File: config.mk
export PLATFORM = sky130hd
export DESIGN_NAME = hiscore_ram_arbiter
export DESIGN_NICKNAME = d
export VERILOG_FILES = /design/src/rtl/hiscore_ram_arbiter_pkg.sv /design/src/rtl/hiscore_ram_mux.sv /design/src/rtl/hiscore_ram_arbiter.sv
export SDC_FILE = /design/constraint.sdc
export NUM_CORES = 1
export LEC_CHECK = 0
export BUFFER_PORTS_ARGS = -buffer_cell sky130_fd_sc_hd__buf_2
export CORE_MARGIN = 4
export CORE_UTILIZATION = 45
export CTS_CLUSTER_SIZE = 40
export DETAILED_ROUTE_END_ITERATION = 10
export PLACE_DENSITY = 0.79
export SLEW_MARGIN = 10
export SYNTH_ARGS = -nofsm -noshare
export SYNTH_HDL_FRONTEND = slang
export SYNTH_SLANG_ARGS = --single-unit
File: constraint.sdc
create_clock -name clk_sys -period 4.22 [get_ports clk_sys]
set_input_delay 0.844 -clock clk_sys [delete_from_list [all_inputs] [get_ports clk_sys]]
set_output_delay 0.844 -clock clk_sys [all_outputs]
set_load 0.02 [all_outputs]
File: src/rtl/hiscore_ram_arbiter_pkg.sv
// Shared types and defaults for the hiscore work-RAM arbiter.
// Latency: n/a (declarations only).
// Backpressure: n/a.
package hiscore_ram_arbiter_pkg;

    localparam int HS_AW = 16;
    localparam int HS_DW = 8;

    typedef enum logic [1:0] {
        ST_IDLE      = 2'd0,
        ST_HALT_WAIT = 2'd1,
        ST_GRANT     = 2'd2,
        ST_HOLDOFF   = 2'd3
    } hs_state_t;

endpackage

File: src/rtl/hiscore_ram_mux.sv
// Registered-select 2:1 work-RAM port mux (CPU / hiscore engine) with write gating.
// Latency: select takes effect one clk_sys edge after sel_d; hs_rdata is ram_rdata retimed by one register.
// Backpressure: none; writes are dropped in any cycle where the select is about to change.
// Ports:
//   sel_d          next owner (1 = hiscore), registered into sel_q
//   hs_* / cpu_*   requester address, write data and write strobe
//   ram_*          shared RAM port; ram_rdata is the RAM's synchronous read data
//   sel_q          current owner, also used as the hiscore grant
//   hs_rdata       read data returned to the hiscore engine
module hiscore_ram_mux
    import hiscore_ram_arbiter_pkg::*;
#(
    parameter int AW = HS_AW,
    parameter int DW = HS_DW
) (
    input  logic          clk_sys,
    input  logic          reset_n,
    input  logic          sel_d,
    input  logic [AW-1:0] hs_addr,
    input  logic [DW-1:0] hs_wdata,
    input  logic          hs_we,
    input  logic [AW-1:0] cpu_addr,
    input  logic [DW-1:0] cpu_wdata,
    input  logic          cpu_we,
    input  logic [DW-1:0] ram_rdata,
    output logic          sel_q,
    output logic [DW-1:0] hs_rdata,
    output logic [AW-1:0] ram_addr,
    output logic [DW-1:0] ram_wdata,
    output logic          ram_we
);

    logic sel_changing;

    assign sel_changing = sel_d ^ sel_q;

    always_ff @(posedge clk_sys or negedge reset_n) begin
        if (!reset_n) begin
            sel_q    <= 1'b0;
            hs_rdata <= '0;
        end else begin
            sel_q <= sel_d;
            if (sel_q) begin
                hs_rdata <= ram_rdata;
            end
        end
    end

    // A write on the edge where ownership flips would be attributed to the
    // wrong requester, so both strobes are suppressed for that cycle.
    always_comb begin
        ram_addr  = sel_q ? hs_addr  : cpu_addr;
        ram_wdata = sel_q ? hs_wdata : cpu_wdata;
        ram_we    = 1'b0;
        if (!sel_changing) begin
            ram_we = sel_q ? hs_we : cpu_we;
        end
    end

endmodule

File: src/rtl/hiscore_ram_arbiter.sv
// Shares the core work-RAM port between the CPU and the hiscore engine, halting the CPU around hiscore access.
// Latency: halt_req one cycle after hs_req; grant one cycle after halt_ack (or timeout); CPU released HOLDOFF cycles after hs_req drops.
// Backpressure: hs_req is held until hs_grant; the CPU is stalled via halt_req while the port is handed over.
// Ports:
//   clk_sys, reset_n       system clock, asynchronous active-low reset
//   hs_req/addr/wdata/we   hiscore engine request and access; hs_grant, hs_rdata back
//   cpu_addr/wdata/we      CPU access; cpu_rdata back
//   halt_req, halt_ack     pause request to the core and its bus-idle acknowledge
//   ram_addr/wdata/we      shared RAM port; ram_rdata 1-cycle synchronous read data
module hiscore_ram_arbiter
    import hiscore_ram_arbiter_pkg::*;
#(
    parameter int AW           = HS_AW,
    parameter int DW           = HS_DW,
    parameter int HALT_TIMEOUT = 1024,
    parameter int HOLDOFF      = 4
) (
    input  logic          clk_sys,
    input  logic          reset_n,
    input  logic          hs_req,
    input  logic [AW-1:0] hs_addr,
    input  logic [DW-1:0] hs_wdata,
    input  logic          hs_we,
    output logic          hs_grant,
    output logic [DW-1:0] hs_rdata,
    input  logic [AW-1:0] cpu_addr,
    input  logic [DW-1:0] cpu_wdata,
    input  logic          cpu_we,
    output logic [DW-1:0] cpu_rdata,
    output logic          halt_req,
    input  logic          halt_ack,
    output logic [AW-1:0] ram_addr,
    output logic [DW-1:0] ram_wdata,
    output logic          ram_we,
    input  logic [DW-1:0] ram_rdata
);

    localparam int TW = (HALT_TIMEOUT > 1) ? $clog2(HALT_TIMEOUT) : 1;
    localparam int HW = (HOLDOFF > 1) ? $clog2(HOLDOFF) : 1;
    localparam logic [TW-1:0] TO_LAST = TW'((HALT_TIMEOUT > 0) ? HALT_TIMEOUT - 1 : 0);
    localparam logic [HW-1:0] HO_LAST = HW'((HOLDOFF > 0) ? HOLDOFF - 1 : 0);

    hs_state_t     state;
    logic [TW-1:0] to_cnt;
    logic [HW-1:0] ho_cnt;
    logic          timeout_hit;
    logic          holdoff_done;
    logic          grant_nxt;

    assign timeout_hit  = (HALT_TIMEOUT != 0) && (to_cnt == TO_LAST);
    assign holdoff_done = (ho_cnt >= HO_LAST);
    assign cpu_rdata    = ram_rdata;

    // Next-cycle ownership. Feeds the mux's select register so the port and
    // hs_grant switch on the same edge as the state. A re-request during
    // HOLDOFF skips the ack wait: the CPU has not been released yet.
    always_comb begin
        grant_nxt = 1'b0;
        case (state)
            ST_HALT_WAIT: grant_nxt = hs_req && (halt_ack || timeout_hit);
            ST_GRANT:     grant_nxt = hs_req;
            ST_HOLDOFF:   grant_nxt = hs_req;
            default:      grant_nxt = 1'b0;
        endcase
    end

    always_ff @(posedge clk_sys or negedge reset_n) begin
        if (!reset_n) begin
            state    <= ST_IDLE;
            halt_req <= 1'b0;
            to_cnt   <= '0;
            ho_cnt   <= '0;
        end else begin
            case (state)
                ST_IDLE: begin
                    if (hs_req) begin
                        state    <= ST_HALT_WAIT;
                        halt_req <= 1'b1;
                        to_cnt   <= '0;
                    end
                end
                ST_HALT_WAIT: begin
                    if (to_cnt != '1) begin
                        to_cnt <= to_cnt + TW'(1);
                    end
                    // Abandoned request: the engine never sees the port.
                    if (!hs_req) begin
                        state  <= ST_HOLDOFF;
                        ho_cnt <= '0;
                    end else if (grant_nxt) begin
                        state <= ST_GRANT;
                    end
                end
                ST_GRANT: begin
                    // halt_ack is deliberately ignored here.
                    if (!hs_req) begin
                        state  <= ST_HOLDOFF;
                        ho_cnt <= '0;
                    end
                end
                ST_HOLDOFF: begin
                    if (hs_req) begin
                        state <= ST_GRANT;
                    end else if (holdoff_done) begin
                        state    <= ST_IDLE;
                        halt_req <= 1'b0;
                    end else begin
                        ho_cnt <= ho_cnt + HW'(1);
                    end
                end
                default: begin
                    state    <= ST_IDLE;
                    halt_req <= 1'b0;
                end
            endcase
        end
    end

    hiscore_ram_mux #(
        .AW(AW),
        .DW(DW)
    ) u_mux (
        .clk_sys   (clk_sys),
        .reset_n   (reset_n),
        .sel_d     (grant_nxt),
        .hs_addr   (hs_addr),
        .hs_wdata  (hs_wdata),
        .hs_we     (hs_we),
        .cpu_addr  (cpu_addr),
        .cpu_wdata (cpu_wdata),
        .cpu_we    (cpu_we),
        .ram_rdata (ram_rdata),
        .sel_q     (hs_grant),
        .hs_rdata  (hs_rdata),
        .ram_addr  (ram_addr),
        .ram_wdata (ram_wdata),
        .ram_we    (ram_we)
    );

endmodule

==> results of run 1 <==
## cells in the final DEF (no fill, tap or decap), drive strengths merged, types with 2 or more instances in the layout
cell type / instances
buf: 106
mux2: 33
dfrtp: 24
nand2: 10
nor2: 10
a21oi: 10
nand3: 8
ha: 6
and3: 6
inv: 5
mux2i: 5
nand2b: 4
nor3: 4
o21ai: 4
nor3b: 3
clkbuf: 3
a2111oi: 3
a211oi: 2
a211o: 2
o21a: 2
xnor2: 2
## kinds of logic (layout without fill, tap and decap cells)
| logic type | count (synthesis) | after routing | synth area share (%) |
|---|---|---|---|
| AO/OA/AOI/OAI | 34 | 34 | 13.77 |
| buffers and inverters | 21 | 115 | 6.850 |
| adder cells (fa/ha/maj) | 6 | 6 | 4.237 |
| flip-flops | 24 | 24 | 33.90 |
| AND/OR/NAND/NOR | 52 | 52 | 15.96 |
| multiplexers | 38 | 38 | 23.80 |
| XOR/XNOR | 3 | 3 | 1.483 |
## path summary, 6_finish.rpt
| kind | end | cells past startpoint |
|---|---|---|
| worst max register to register | state[0] | 6 |
| worst min register to register | u_mux.hs_rdata[3] | 1 |
| min in group asynchronous | ho_cnt[1] | 1 |
| worst min-delay path | u_mux.hs_rdata[3] | 1 |
| max in group asynchronous | state[1] | 1 |
| worst max-delay path | ram_we | 7 |
## synth_stat cells (all sizes together) (2+ instances only)
library cell / count / area share [%]
a2111oi: 3 / 1.8
a211o: 2 / 0.99
a211oi: 2 / 0.85
a21oi: 10 / 2.8
and3: 6 / 2.8
buf: 11 / 4.7
clkbuf: 5 / 1.1
dfrtp: 24 / 34
ha: 6 / 4.2
inv: 5 / 1.1
mux2: 33 / 21
mux2i: 5 / 2.8
nand2: 10 / 2.1
nand2b: 4 / 1.4
nand3: 8 / 2.3
nor2: 10 / 2.1
nor3: 4 / 1.1
nor3b: 3 / 1.3
o21a: 2 / 0.85
o21ai: 4 / 1.1
xnor2: 2 / 0.99
## stage by stage
stage	util (%)	setup WS [ns]	std cells	total power, W
after floorplan	-	1.534	178	0.0009846
after global placement	60.49	1.450	316	0.001209
after detailed placement	60.49	1.432	316	0.001225
after CTS	62.40	1.127	320	0.001436
after global routing	62.40	0.9825	320	0.001536
final	62.40	1.121	320	0.001430
## power by group through the flow
stage                     clock network [W]  registers, W  logic, W
final                              0.000203      0.000408  0.000819
after global placement                    0      0.000407  0.000803
after detailed placement                  0      0.000412  0.000813
after global routing               0.000217      0.000425  0.000894
after floorplan                           0      0.000422  0.000562
after CTS                          0.000206      0.000409  0.000821
## per-layer routing
layer / GRT usage, % / wire length (um)
met1: 22.53 / 1803
met2: 32.75 / 2341
met3: 6.676 / 477
met4: 8.977 / 163
met5: 0 / 0
## final cells by class
class,count,share of cell area (%)
clock buffer,3,1.768
clock inverter,1,1.285
inverter,5,0.8034
multi-input combinational,133,44.94
sequential,24,25.71
tap,48,2.571
timing repair buffer,106,22.92
## state kept, by name (all words and copies together), names as in the netlist
name            flops
halt_req            1
u_mux.sel_q         1
ho_cnt              2
u_mux.hs_rdata      8
to_cnt             10
state               2
## worst max-delay path, cell delays in order, from the launching register on
cell and delay, ns:
dfrtp_1 0.42, inv_1 0.13, ha_1 0.41, and3_4 0.30, a31o_2 0.19, o211a_1 0.18
mux2i_1 0.18, buf_2 0.18
==> flow_summary.toml, run 1 <==
[synth]
synth-edff-count = 0
syn_inst = 178
seq_area_frac_synth_pct = 33.90
ys_warn_count = 0
synth_area_um2 = 1772
synthDistinctLibCells = 45
synth.net_count = 246
synth-seq-cells = 24
synth-main-ff-cell = "dfrtp_1"
synth-async-reset-ratio_pct = 100.0
avgSynthCellArea_um2 = 9.953

[global_route]
antenna_found_initial = 0
grt_max_degree = 32
grt_pass1_vias = 1798
grt_usage_pct = 19.59
grt-ovfl-total = 0
grt_pass1_wl_mm = 8.010

[finish]
regArea_um2 = 600.6
multi_input_area_um2 = 1050
antenna_cells = 0
area_growth_pct = 31.85
layout-drive-gt1-share_pct = 54.78
stdcell_area_um2 = 2336
layout.nets = 341
nFillCells = 334

[pwr]
p_per_area_nw_per_um2 = 612.1
p_switching_w = 0.0006284
swShare_pct = 43.95
power.share.clock_pct = 14.2
comb_power_share_pct = 57.3
leakagePower_nw = 1.182
seq_power_share_pct = 28.5
peakVddDrop_mv = 0.3564
power.internal_w = 0.0008014

[setup_path]
crit_arrival_ns = 2.26
crit_type = "flip-flop to output port"
cp-end-kind = "output port"
regToRegSetupSlack_ns = 2.09
cp_max_fo = 12
rr_startpoint = "state[0]"
cp-startpoint = "state[1]"
cp.required_ns = 3.38
crit_path_start_kind = "flip-flop"

[worst_hold_path]
hp-start = "u_mux.hs_rdata[3]"
min_path_type = "flip-flop to flip-flop"

[clocking]
cts_buffer_depth = 2
hold_buffers = 0
clockRootBuffer = "clkbuf_8"
cts_resized = 0
htreeDepth = 1
cts.sinks = 24
cts.clk_slew.worst_paths_ns = 0.09
clock_latency_ns = 0.27
tritoncts = "done"
cts_made_buffers = 3
post_cts_buffers = 0

[sta]
fin_tns_setup_ns = 0
report.final.slew_viol_count = 0
slew_headroom_pct = 26.98
setup_viol = 0
skew_ns = 0.002069
rsz0062_at_grt = "false"
fmax_ghz = 0.3227
hold_violations = 0
post-route-period-util_pct = 73.44
fin_crit_ns = 3.099
worst_pin_slew_ns = 1.095
whs_ns = 0.5113

[floorplan]
initial_core_util_pct = 47.33
die_y_um = 70.75
core-area_um2 = 3744
dieWidth_um = 70.75
dieArea_um2 = 5005
ios = 105
rows = 22

[route]
route.final.wire_length_mm = 4.786
drc = 0
via_count = 1776
wl_per_cell_um = 14.96
via_per_inst = 5.550
first_pass_iters = 4
drt_iter0_drc = 133
drtAntennaViolNets = 0

[flow_run]
cap_violations = 0

[placement]
place_area_um2 = 2265
port_buffers = 104
dp_hpwl_mm = 3.876
gp_congestion = 0.7891

[status]
status = "finished, final reports clean"
No activity file was read; power rests on OpenSTA's default activity.
==> run 2, diff against run 1 <==
--- a/config.mk
+++ b/config.mk
@@ -5,12 +5,13 @@
 export SDC_FILE = /design/constraint.sdc
 export NUM_CORES = 1
 export LEC_CHECK = 0
+export ABC_AREA = 1
 export BUFFER_PORTS_ARGS = -buffer_cell sky130_fd_sc_hd__buf_2
 export CORE_MARGIN = 4
-export CORE_UTILIZATION = 45
+export CORE_UTILIZATION = 43
 export CTS_CLUSTER_SIZE = 40
 export DETAILED_ROUTE_END_ITERATION = 10
-export PLACE_DENSITY = 0.79
+export PLACE_DENSITY = 0.77
 export SLEW_MARGIN = 10
 export SYNTH_ARGS = -nofsm -noshare
 export SYNTH_HDL_FRONTEND = slang
==> constraint.sdc (replaced) <==
create_clock -name clk_sys -period 3.1 [get_ports clk_sys]
set_input_delay 0.62 -clock clk_sys [delete_from_list [all_inputs] [get_ports clk_sys]]
set_output_delay 0.62 -clock clk_sys [all_outputs]
set_load 0.02 [all_outputs]
==> run 2 against run 1 <==
  * Utilization fell by 2.1 points
  * Sequential cell count stayed put
  * Via count rose by 5.4%
  * Non-clock buffer count is 1 higher
  * Clock skew up 0.0031 ns
  * Combinational power grew 51%
==> flow_summary.toml, run 2 <==
[status]
status = "finished, final reports clean"

[pwr]
swShare_pct = 52.16
seq_power_share_pct = 25.5
power.internal_w = 0.0009345
comb_power_share_pct = 63.7
total_power_w = 0.001953
p_per_area_nw_per_um2 = 859.7
leakagePower_nw = 1.357
power.share.clock_pct = 10.8
p_switching_w = 0.001019
peakVddDrop_mv = 0.5646

[route]
via_count = 1872
drt_iter0_drc = 88
drc = 0
via_per_inst = 4.657
drtAntennaViolNets = 0
wl_per_cell_um = 11.71
route.final.wire_length_mm = 4.708
first_pass_iters = 4

[sta]
post-route-period-util_pct = 83.44
worst_pin_slew_ns = 0.8038
rsz0062_at_grt = "false"
skew_ns = 0.005144
hold_violations = 0
fin_tns_setup_ns = 0
fmax_ghz = 0.3866
slew_headroom_pct = 46.36
setup_viol = 0
report.final.slew_viol_count = 0
fin_crit_ns = 2.587

[worst_hold_path]
min_path_type = "primary input to async pin"

[synth]
ys_warn_count = 0
ys_top_cells_by_area = "dfrtp_1 35%, nand2_1 29%, ha_1 4.4%, buf_4 3.5%, inv_1 3.3%"
synth_area_um2 = 1724
synth-async-reset-ratio_pct = 100.0
yosysMostFrequentCell = "nand2_1"
yosys.area.top_type_share_pct = 34.83
synthTopCellsByCount = "134 x nand2_1, 24 x dfrtp_1, 15 x inv_1"
synth-main-ff-cell = "dfrtp_1"
synth.net_count = 328
syn_inst = 260
synth-seq-cells = 24
synthDistinctLibCells = 24
seq_area_frac_synth_pct = 34.83
synth-edff-count = 0
avgSynthCellArea_um2 = 6.631
synth_top_cell_by_area = "dfrtp_1"

[clocking]
htreeDepth = 1
cts_buffer_depth = 2
cts_made_buffers = 3
cts_resized = 0
cts.sinks = 24
clockRootBuffer = "clkbuf_8"
cts.clk_slew.worst_paths_ns = 0.09
hold_buffers = 0
post_cts_buffers = 0
clock_latency_ns = 0.26
tritoncts = "done"

[placement]
port_buffers = 104
place_area_um2 = 2217
dp_hpwl_mm = 3.637
gp_congestion = 0.9103

[global_route]
grt_pass1_vias = 1675
grt-ovfl-total = 0
grt_usage_pct = 17.82
grt_max_degree = 35
grt_pass1_wl_mm = 7.617
antenna_found_initial = 0

[floorplan]
die_y_um = 71.32
dieArea_um2 = 5087
initial_core_util_pct = 45.72
ios = 105
dieWidth_um = 71.32
core-area_um2 = 3771
rows = 22

[setup_path]
cp-end-kind = "output port"
cp_max_fo = 8
crit_type = "flip-flop to output port"
crit_arrival_ns = 1.97
cp.required_ns = 2.48
crit_path_start_kind = "flip-flop"

[finish]
largest_registers = "to_cnt: 10 flops, u_mux.hs_rdata: 8 flops"
layout-drive-gt1-share_pct = 37.01
area_growth_pct = 31.79
layout_common_cells = "134 x nand2_1, 104 x buf_2, 24 x dfrtp_1"
mostFrequentLayoutCell = "nand2_1"
antenna_cells = 0
largest_reg_flops = 10
stdcell_area_um2 = 2272
layout.nets = 423
top_register = "to_cnt"

[flow_run]
cap_violations = 0
run 2: power by group through the flow:
stage / Combinational, W / Clock, W / Sequential, W
floorplan: 0.000845 / 0 / 0.000575
global placement: 0.00124 / 0 / 0.000496
detailed placement: 0.00125 / 0 / 0.000503
CTS: 0.00126 / 0.000217 / 0.000498
global route: 0.00139 / 0.000230 / 0.000517
finish: 0.00124 / 0.000211 / 0.000498
run 2: critical path, stage by stage (launching register included):
cell and delay [ns]:
dfrtp_1 0.50, ha_1 0.29, nand3_2 0.12, nor2_2 0.11
nand2_2 0.07, nand2_1 0.06, nand2_1 0.05, nand2_1 0.07
nand2_2 0.07, o21ai_0 0.16, buf_2 0.20
run 2: logic make-up after synthesis:
| group | synth area share (%) |
|---|---|
| AOI/OAI and AO/OA | 8.491 |
| xor gates and xnor gates | 1.016 |
| adders and majority gates | 4.354 |
| buffers and inverters | 9.652 |
| DFF | 34.83 |
| and+or+nand+nor | 41.65 |
run 2: layer usage:
metal	part of all wire (%)	vias to the layer above	track usage, %
li1	-	990	-
met1	42	800	22.83
met2	46	74	29.90
met3	9.6	8	4.348
met4	1.7	0	4.802
met5	0	-	0
run 2: cell type report:
class	instances	area, um^2
Clock buffer	4	55.05
Fill cell	377	1499
Inverter	15	56.30
Multi-Input combinational cell	204	957.2
Sequential cell	24	600.6
Tap cell	48	60.06
Timing Repair Buffer	107	543.0
run 2: worst paths after layout:
check	cells past startpoint	slack [ns]	startpoint	to
setup / recovery	10	0.51	to_cnt[0]	ram_we
hold / removal	1	0.32	reset_n	to_cnt[1]
setup reg to reg	12	1.40	to_cnt[0]	state[1]
hold reg to reg	2	0.47	u_mux.hs_rdata[3]	u_mux.hs_rdata[3]
max in group asynchronous	1	2.43	reset_n	u_mux.hs_rdata[4]
min in group clk_sys	2	0.47	u_mux.hs_rdata[3]	u_mux.hs_rdata[3]
run 2: stage by stage:
stage	utilization, %	setup WS [ns]	instances	hold WS [ns]
final	60.25	0.5133	402	0.3206
after floorplan	-	0.7814	260	0.3244
after global placement	58.79	0.8771	398	0.4493
after global routing	60.25	0.3147	402	0.3547
after detailed placement	58.79	0.8222	398	0.4535
after CTS	60.25	0.5259	402	0.3405
